File: src/rtl/vga_pkg.sv
// Shared timing constants, colour type and helpers for the VGA scan pipe.
package vga_pkg;

  // Standard 640x480@60 timing, in pixel clocks / lines.
  localparam int unsigned DEF_H_SYNC   = 96;
  localparam int unsigned DEF_H_BP     = 48;
  localparam int unsigned DEF_H_ACTIVE = 640;
  localparam int unsigned DEF_H_FP     = 16;
  localparam int unsigned DEF_V_SYNC   = 2;
  localparam int unsigned DEF_V_BP     = 33;
  localparam int unsigned DEF_V_ACTIVE = 480;
  localparam int unsigned DEF_V_FP     = 10;

  localparam int unsigned H_TOTAL     = DEF_H_SYNC + DEF_H_BP + DEF_H_ACTIVE + DEF_H_FP;
  localparam int unsigned V_TOTAL     = DEF_V_SYNC + DEF_V_BP + DEF_V_ACTIVE + DEF_V_FP;
  localparam int unsigned H_ACT_START = DEF_H_SYNC + DEF_H_BP;
  localparam int unsigned H_ACT_END   = H_ACT_START + DEF_H_ACTIVE - 1;
  localparam int unsigned V_ACT_START = DEF_V_SYNC + DEF_V_BP;
  localparam int unsigned V_ACT_END   = V_ACT_START + DEF_V_ACTIVE - 1;

  // ROM word layout {R4,G4,B4}.
  typedef struct packed {
    logic [3:0] r;
    logic [3:0] g;
    logic [3:0] b;
  } rgb444_t;

  // Replicate the nibble so 4'hF maps to full scale 8'hFF.
  function automatic logic [7:0] expand4to8(input logic [3:0] c);
    return {c, c};
  endfunction

endpackage

File: src/rtl/vga_delay_line.sv
// Enable-gated shift register; reset loads every stage with i_rst_val.
module vga_delay_line #(
  parameter int unsigned DEPTH = 1,
  parameter int unsigned W     = 1
) (
  input  logic         clk,
  input  logic         reset,
  input  logic         i_en,
  input  logic [W-1:0] i_rst_val,
  input  logic [W-1:0] i_d,
  output logic [W-1:0] o_q
);

  generate
    if (DEPTH == 0) begin : g_pass
      assign o_q = i_d;
    end else begin : g_sr
      logic [DEPTH-1:0][W-1:0] r_sr;

      // Shift one stage per enable; reset flushes the whole line.
      always_ff @(posedge clk) begin
        if (reset) begin
          for (int i = 0; i < DEPTH; i++) r_sr[i] <= i_rst_val;
        end else if (i_en) begin
          r_sr[0] <= i_d;
          for (int i = 1; i < DEPTH; i++) r_sr[i] <= r_sr[i-1];
        end
      end

      assign o_q = r_sr[DEPTH-1];
    end
  endgenerate

endmodule

File: src/rtl/vga_scan_pipe.sv
// VGA scan engine: h/v counters, ROM addressing, latency-matched sync/valid
// and 4->8 bit colour expansion with blanking.
module vga_scan_pipe
  import vga_pkg::*;
#(
  parameter int unsigned H_SYNC   = DEF_H_SYNC,
  parameter int unsigned H_BP     = DEF_H_BP,
  parameter int unsigned H_ACTIVE = DEF_H_ACTIVE,
  parameter int unsigned H_FP     = DEF_H_FP,
  parameter int unsigned V_SYNC   = DEF_V_SYNC,
  parameter int unsigned V_BP     = DEF_V_BP,
  parameter int unsigned V_ACTIVE = DEF_V_ACTIVE,
  parameter int unsigned V_FP     = DEF_V_FP,
  parameter int unsigned RD_LAT   = 1
) (
  input  logic        clk,
  input  logic        reset,
  input  logic        pix_en,
  input  logic [11:0] rom_data,
  output logic [9:0]  h_addr,
  output logic [9:0]  v_addr,
  output logic        frame_start,
  output logic        HS,
  output logic        VS,
  output logic        valid,
  output logic [7:0]  red,
  output logic [7:0]  green,
  output logic [7:0]  blue
);

  localparam logic [9:0] H_LAST  = 10'(H_SYNC + H_BP + H_ACTIVE + H_FP - 1);
  localparam logic [9:0] V_LAST  = 10'(V_SYNC + V_BP + V_ACTIVE + V_FP - 1);
  localparam logic [9:0] H_START = 10'(H_SYNC + H_BP);
  localparam logic [9:0] H_END   = 10'(H_SYNC + H_BP + H_ACTIVE - 1);
  localparam logic [9:0] V_START = 10'(V_SYNC + V_BP);
  localparam logic [9:0] V_END   = 10'(V_SYNC + V_BP + V_ACTIVE - 1);
  localparam logic [9:0] H_SW    = 10'(H_SYNC);
  localparam logic [9:0] V_SW    = 10'(V_SYNC);

  logic [9:0] r_h_cnt, r_v_cnt;
  logic [9:0] r_h_addr, r_v_addr;
  logic       r_act0, r_hs0, r_vs0, r_frame_start;
  logic       w_h_act, w_v_act, w_act;
  logic [2:0] w_dly;
  rgb444_t    w_col;

  assign w_h_act = (r_h_cnt >= H_START) && (r_h_cnt <= H_END);
  assign w_v_act = (r_v_cnt >= V_START) && (r_v_cnt <= V_END);
  assign w_act   = w_h_act && w_v_act;

  // Raster counters; end of line and end of frame wrap on the same enable.
  always_ff @(posedge clk) begin
    if (reset) begin
      r_h_cnt <= '0;
      r_v_cnt <= '0;
    end else if (pix_en) begin
      if (r_h_cnt == H_LAST) begin
        r_h_cnt <= '0;
        r_v_cnt <= (r_v_cnt == V_LAST) ? '0 : r_v_cnt + 10'd1;
      end else begin
        r_h_cnt <= r_h_cnt + 10'd1;
      end
    end
  end

  // Stage 0: ROM address, raw active/sync flags and the frame marker.
  always_ff @(posedge clk) begin
    if (reset) begin
      r_h_addr      <= '0;
      r_v_addr      <= '0;
      r_act0        <= 1'b0;
      r_hs0         <= 1'b1;
      r_vs0         <= 1'b1;
      r_frame_start <= 1'b0;
    end else if (pix_en) begin
      r_h_addr      <= w_act ? r_h_cnt - H_START : '0;
      r_v_addr      <= w_act ? r_v_cnt - V_START : '0;
      r_act0        <= w_act;
      r_hs0         <= (r_h_cnt >= H_SW);
      r_vs0         <= (r_v_cnt >= V_SW);
      r_frame_start <= (r_h_cnt == '0) && (r_v_cnt == '0);
    end
  end

  vga_delay_line #(.DEPTH(RD_LAT), .W(3)) u_dly (
    .clk       (clk),
    .reset     (reset),
    .i_en      (pix_en),
    .i_rst_val (3'b011),
    .i_d       ({r_act0, r_hs0, r_vs0}),
    .o_q       (w_dly)
  );

  assign valid       = w_dly[2];
  assign HS          = w_dly[1];
  assign VS          = w_dly[0];
  assign h_addr      = r_h_addr;
  assign v_addr      = r_v_addr;
  assign frame_start = r_frame_start;

  // The colour register is the last ROM-read stage, so it lands on the same
  // enable as the delayed valid. With zero latency the ROM word is used as is.
  generate
    if (RD_LAT == 0) begin : g_col_comb
      assign w_col = rom_data;
    end else begin : g_col_reg
      rgb444_t r_col;

      // Capture the returned ROM word once per pixel.
      always_ff @(posedge clk) begin
        if (reset)       r_col <= '0;
        else if (pix_en) r_col <= rom_data;
      end

      assign w_col = r_col;
    end
  endgenerate

  // Blank to black outside the visible window.
  assign red   = valid ? expand4to8(w_col.r) : 8'h00;
  assign green = valid ? expand4to8(w_col.g) : 8'h00;
  assign blue  = valid ? expand4to8(w_col.b) : 8'h00;

endmodule

File: config.mk
export PLATFORM = sky130hd
export DESIGN_NAME = vga_scan_pipe
export DESIGN_NICKNAME = d
export VERILOG_FILES = /design/src/rtl/vga_pkg.sv /design/src/rtl/vga_delay_line.sv /design/src/rtl/vga_scan_pipe.sv
export SDC_FILE = /design/constraint.sdc
export NUM_CORES = 1
export LEC_CHECK = 0
export ABC_AREA = 1
export CORE_MARGIN = 5
export CORE_UTILIZATION = 25
export CTS_BUF_LIST = sky130_fd_sc_hd__clkbuf_4 sky130_fd_sc_hd__clkbuf_8
export CTS_CLUSTER_DIAMETER = 200
export DETAILED_ROUTE_END_ITERATION = 7
export GPL_TIMING_DRIVEN = 0
export SLEW_MARGIN = 5
export SYNTH_ARGS = -nofsm -noshare
export SYNTH_HDL_FRONTEND = slang
export SYNTH_SLANG_ARGS = --single-unit
File: constraint.sdc
create_clock -name clk -period 5.1 [get_ports clk]
set_input_delay 1.02 -clock clk [delete_from_list [all_inputs] [get_ports clk]]
set_output_delay 1.02 -clock clk [all_outputs]
set_load 0.02 [all_outputs]
After elaboration in Yosys (flattened, before gate mapping)

Cells that the tools add are included.

Flip-flop bits (word level): 59
Latch bits: 0
RAM bits: 0
Bits in read-only memories: 0
Output and inout port bits: 48
Word-level logic and storage cells: 38
Memories: 0

Add/subtract/negate cells: 4
Multiply operators: 0
Divide/modulo/power cells: 0
Magnitude comparators: 6
Equality and inequality tests: 2
Shift-type cells: 0
Muxes and demuxes: 7
Bitwise logic cells: 0
Reductions and logical operators: 7

Operators with widths:

| kind                                                 | number |
|---|---|
| two-way mux 10 bit                                   | 4 |
| two-way mux 8 bit                                    | 3 |
| adder 10 x 1 -> 10 bit, second input constant        | 2 |
| == test 10 bit, second input constant                | 2 |
| <= comparator 10 bit, second input constant          | 2 |
| zero test 10 bit                                     | 2 |
| >= comparator 10 x 2 -> 1 bit, second input constant | 1 |
| >= comparator 10 x 6 -> 1 bit, second input constant | 1 |
| >= comparator 10 x 7 -> 1 bit, second input constant | 1 |
| >= comparator 10 x 8 -> 1 bit, second input constant | 1 |
| subtractor 10 x 6 -> 10 bit, second input constant   | 1 |
| subtractor 10 x 8 -> 10 bit, second input constant   | 1 |
| logical AND 1 bit                                    | 4 |
| AND reduction 2 bit                                  | 1 |

Depth between registers and ports, before layout

Depth after elaboration: 4
Mapped depth: 12
Depth with buffers taken out: 11

Modules after synthesis

Synthesis repeated with hierarchy kept, for this count alone.

Cell total of the unflattened synthesis: 449
Area, all modules: 3354.5 um2

By module, submodules not included:

| module         | times used | cells each | area each (um2) |
|---|---|---|---|
| vga_scan_pipe  | 1          | 435        | 3220.6 |
| vga_delay_line | 1          | 14         | 133.9 |

Worst setup path before layout

OpenSTA, ideal clock, no wires.

Kind: reg2out
From: reg u_dly.g_sr.r_sr, in the netlist u_dly.o_q[2]
To: out red[7]
Arrival time: 1.170 ns
Required time: 4.080 ns
Setup slack: 2.910 ns
Cell stages (with the launch flop): 5
Path through: dfxtp_1 -> clkbuf_1 -> nand2_1 -> inv_1 -> buf_4

Longest elaborated chain between the ends: 1

RTL lines:

| element            | RTL line             | source |
|---|---|---|
| start: declaration | vga_delay_line.sv:18 | `logic [DEPTH-1:0][W-1:0] r_sr;` |
| two-way mux 8 bit  | vga_scan_pipe.sv:120 | `assign red = valid ? expand4to8(w_col.r) : 8'h00;` |
| end: declaration   | vga_scan_pipe.sv:26  | `output logic [7:0] red,` |

Every way passes these cells.

Worst setup path after layout

From: reg u_dly.g_sr.r_sr, in the netlist u_dly.o_q[2]
To: out green[6]

Longest elaborated chain between the ends: 1

RTL lines:

| element           | RTL line             | source |
|---|---|---|
| two-way mux 8 bit | vga_scan_pipe.sv:121 | `assign green = valid ? expand4to8(w_col.g) : 8'h00;` |
| end: declaration  | vga_scan_pipe.sv:27  | `output logic [7:0] green,` |

Every way passes these cells.

==> impl_results.md <==
* Status: completed
* Slowest stage delay, CP at a little under 600 ps
* Hold buffer count at CTS at 0
* Slowest stage cell, crit path: clkdlybuf4s50_1
* Worst Path Required at slightly above 4000 ps
* H-Tree Level Count at 3
* Hold crit path type: reg -> reg
* Share of post-route cells with drive strength above 1 at between 10% and 20%
* Yosys reg bits at 59
* EDFF count, synth at 0
* Tightest Pin Transition at 716.3 ps
* Gr usage total at a little under an eighth
* CTS tree: done
* Average cell area after synthesis at just over 7 sq um
* Setup TNS at 0 ps
* Reg2Reg Depth at 8
* Site Rows at 40
* # nets final at ~530
* CP endpoint kind: primary output
* Synthesized area at about 0.0031 sq mm
* Yosys top cell by area: dfxtp_1
* Drt drc at 0
* DR pass1 iterations at 4
* Grt total ovfl at 0
* Avg Vias per Cell at ~4.2
* Die area at around 0.015 sq mm
* Top cells by area, synth: dfxtp_1, nand2_1, nor2_1
* Peak supply drop at 102.3 uV
* Final wirelength at ~7800 um
* Total power at around 990 uW
* Dpl hpwl at about 6100 um
* CTS Buffer Depth at 2
* RD Place Congestion at about 0.89
* Lkg Pwr at roughly 1.7 nW
* Largest family of logic cells by synthesized area: simple AND/OR/NAND/NOR gates
* Total setup buffers inserted after CTS at 0
* Seq/Total Area, Yosys at 37.99%
* Root buffer selected by CTS: clkbuf_8
* Post-synthesis simple-gate area fraction at between 20 and 30%
* Worst-path clk slew at around 60 ps
* Setup CP Type: reg -> out
* # resized after CTS at 0
* Hold depth at 2
* Mux share of post-synthesis cell area at 0%
* Area Overhead vs Synth at 32.88%
* Pwr/cell area at 239.9 mW/mm^2
* Antenna cells at 0
* Main synth FF type: dfxtp_1
* Die width at around 120 um
* Crit share post-route at between 50% and 60%
* IO Port Bufs at 61
* Arr. time, crit path at about 1900 ps
* Max-cap violations at 0
* Worst Skew at 7.324 ps
* Routed len/inst at 11.50 um
* Critical path peak fanout at 10
* Initial Utilization at between 20 and 30%
* Startpoint Class: flip-flop
* Synth Warn # at 0
* Area fraction of the dominant cell type after synthesis at between 30 and 40%
* Antenna viol nets, final at 0
* Distinct cells, synth at 29
* Area share of fa/ha/maj cells after synthesis at around 4.0%
* Largest net degree at the start of global routing at 11
* Design area at around 0.0041 sq mm
* Unrepaired setup endpoints after global routing: no
* DRT iter0 DRCs at about 160
* Post-Synthesis Cells at ~440
* Die H at roughly 120 um
* First-pass GRT wire length at 13210 um
* Via count at between 2000 and 3000
* Crit-path cells: clkbuf_1, nand2_1, inv_1, buf_4, clkdlybuf4s50_1
* Vias in the first global route at 2801
* CTS Buf Count at 9
* Slew margin rel. at between 50% and 60%
* Max Slew Vio Count at 0
* Ports at 63
* Most frequent cells in the layout: nand2_1, nor2_1, clkdlybuf4s50_1
* Post-Place Cell Area at 0.003930 sq mm
* Post-synth ARST share at 0%
* CTS sink count at 59
* Most common cell after layout, fill and taps aside: nand2_1
* Fmax achieved at between 0.3 and 0.4 GHz
* Final Hold Viols at 0
* CORE AREA at around 0.012 sq mm
* Antenna violations before repair at 0
* Post-Syn Nets at approximately 460
* Compound-Gate Fraction of Synth Area at between 10% and 20%
* Clock Latency Late Sink at 340 ps
* Min cycle time layout at between 2000 and 3000 ps
* Xor-xnor portion of the synthesized cell area at roughly 3.7%
* Endpoints failing setup at 0
==> per-stage QoR <==
stage	utilization, %	setup WS [ps]	hold slack, ps	std cells
floorplan	-	2910	441.0	437
finish	34.11	2141	461.7	681
global placement	32.45	2271	446.7	666
CTS	34.11	2085	464.2	681
global route	34.11	1887	484.5	681
detailed placement	32.45	2196	448.4	666
==> kinds of logic (layout without fill, tap and decap cells) <==
group                      after synthesis  count (layout)
and+or+nand+nor                        207             207
buffers and inverters                   81             157
adders and majority gates               10              10
AOI/OAI and AO/OA                       67              67
xor gates and xnor gates                13              13
DFF                                     59              59
==> report_power, final <==
| part | internal [mW] | total, mW | leakage, nW | switching [mW] |
|---|---|---|---|---|
| logic | 0.0337 | 0.0795 | 1.16 | 0.0458 |
| registers | 0.473 | 0.479 | 0.480 | 0.00694 |
| clock network | 0.260 | 0.432 | 0.106 | 0.173 |
==> Yosys cell counts, drive strengths merged (5+ instances only) <==
| library cell | count |
|---|---|
| ha | 10 |
| nor3 | 5 |
| dfxtp | 59 |
| nor2 | 69 |
| o21ai | 28 |
| xor2 | 12 |
| nand3 | 17 |
| clkbuf | 11 |
| a21oi | 36 |
| buf | 17 |
| nand2 | 111 |
| inv | 53 |
==> registers in the layout, indices dropped and copies added (netlist names) <==
| register | cells |
|---|---|
| v_addr | 10 |
| r_h_cnt | 10 |
| r_act0 | 1 |
| h_addr | 10 |
| r_v_cnt | 10 |
| frame_start | 1 |
| r_hs0 | 1 |
| g_col_reg.r_col | 12 |
| r_vs0 | 1 |
| u_dly.o_q | 3 |
==> critical path, delay by kind of cell (launching register included) <==
family / cells / cell delay (ps)
simple gates: 1 / 90
buf+inv: 4 / 1110
flops: 1 / 390
==> layout make-up <==
cell class,count,area (sq um)
Clock inverter,2,35.03
Tap cell,168,210.2
Sequential cell,59,1181
Inverter,53,198.9
Multi-Input combinational cell,297,1560
Timing Repair Buffer,61,610.6
Buffer,28,168.9
Clock buffer,13,166.4
Fill cell,1289,7980
==> routing by layer <==
metal,GRT usage (%),wire length (um),up-vias
li1,-,-,1497
met1,13.64,3628,1285
met2,18.00,3470,71
met3,3.823,556,11
met4,5.462,176,0
met5,0,0,-
==> path summary, 6_finish.rpt <==
check,start,end,slack [ps]
worst max-delay path,u_dly.o_q[2],green[6],2140
worst min-delay path,u_dly.o_q[0],u_dly.o_q[0],460
worst max register to register,r_h_cnt[1],r_v_cnt[5],3210
worst min register to register,u_dly.o_q[0],u_dly.o_q[0],460
(Power assumes the default switching activity.)
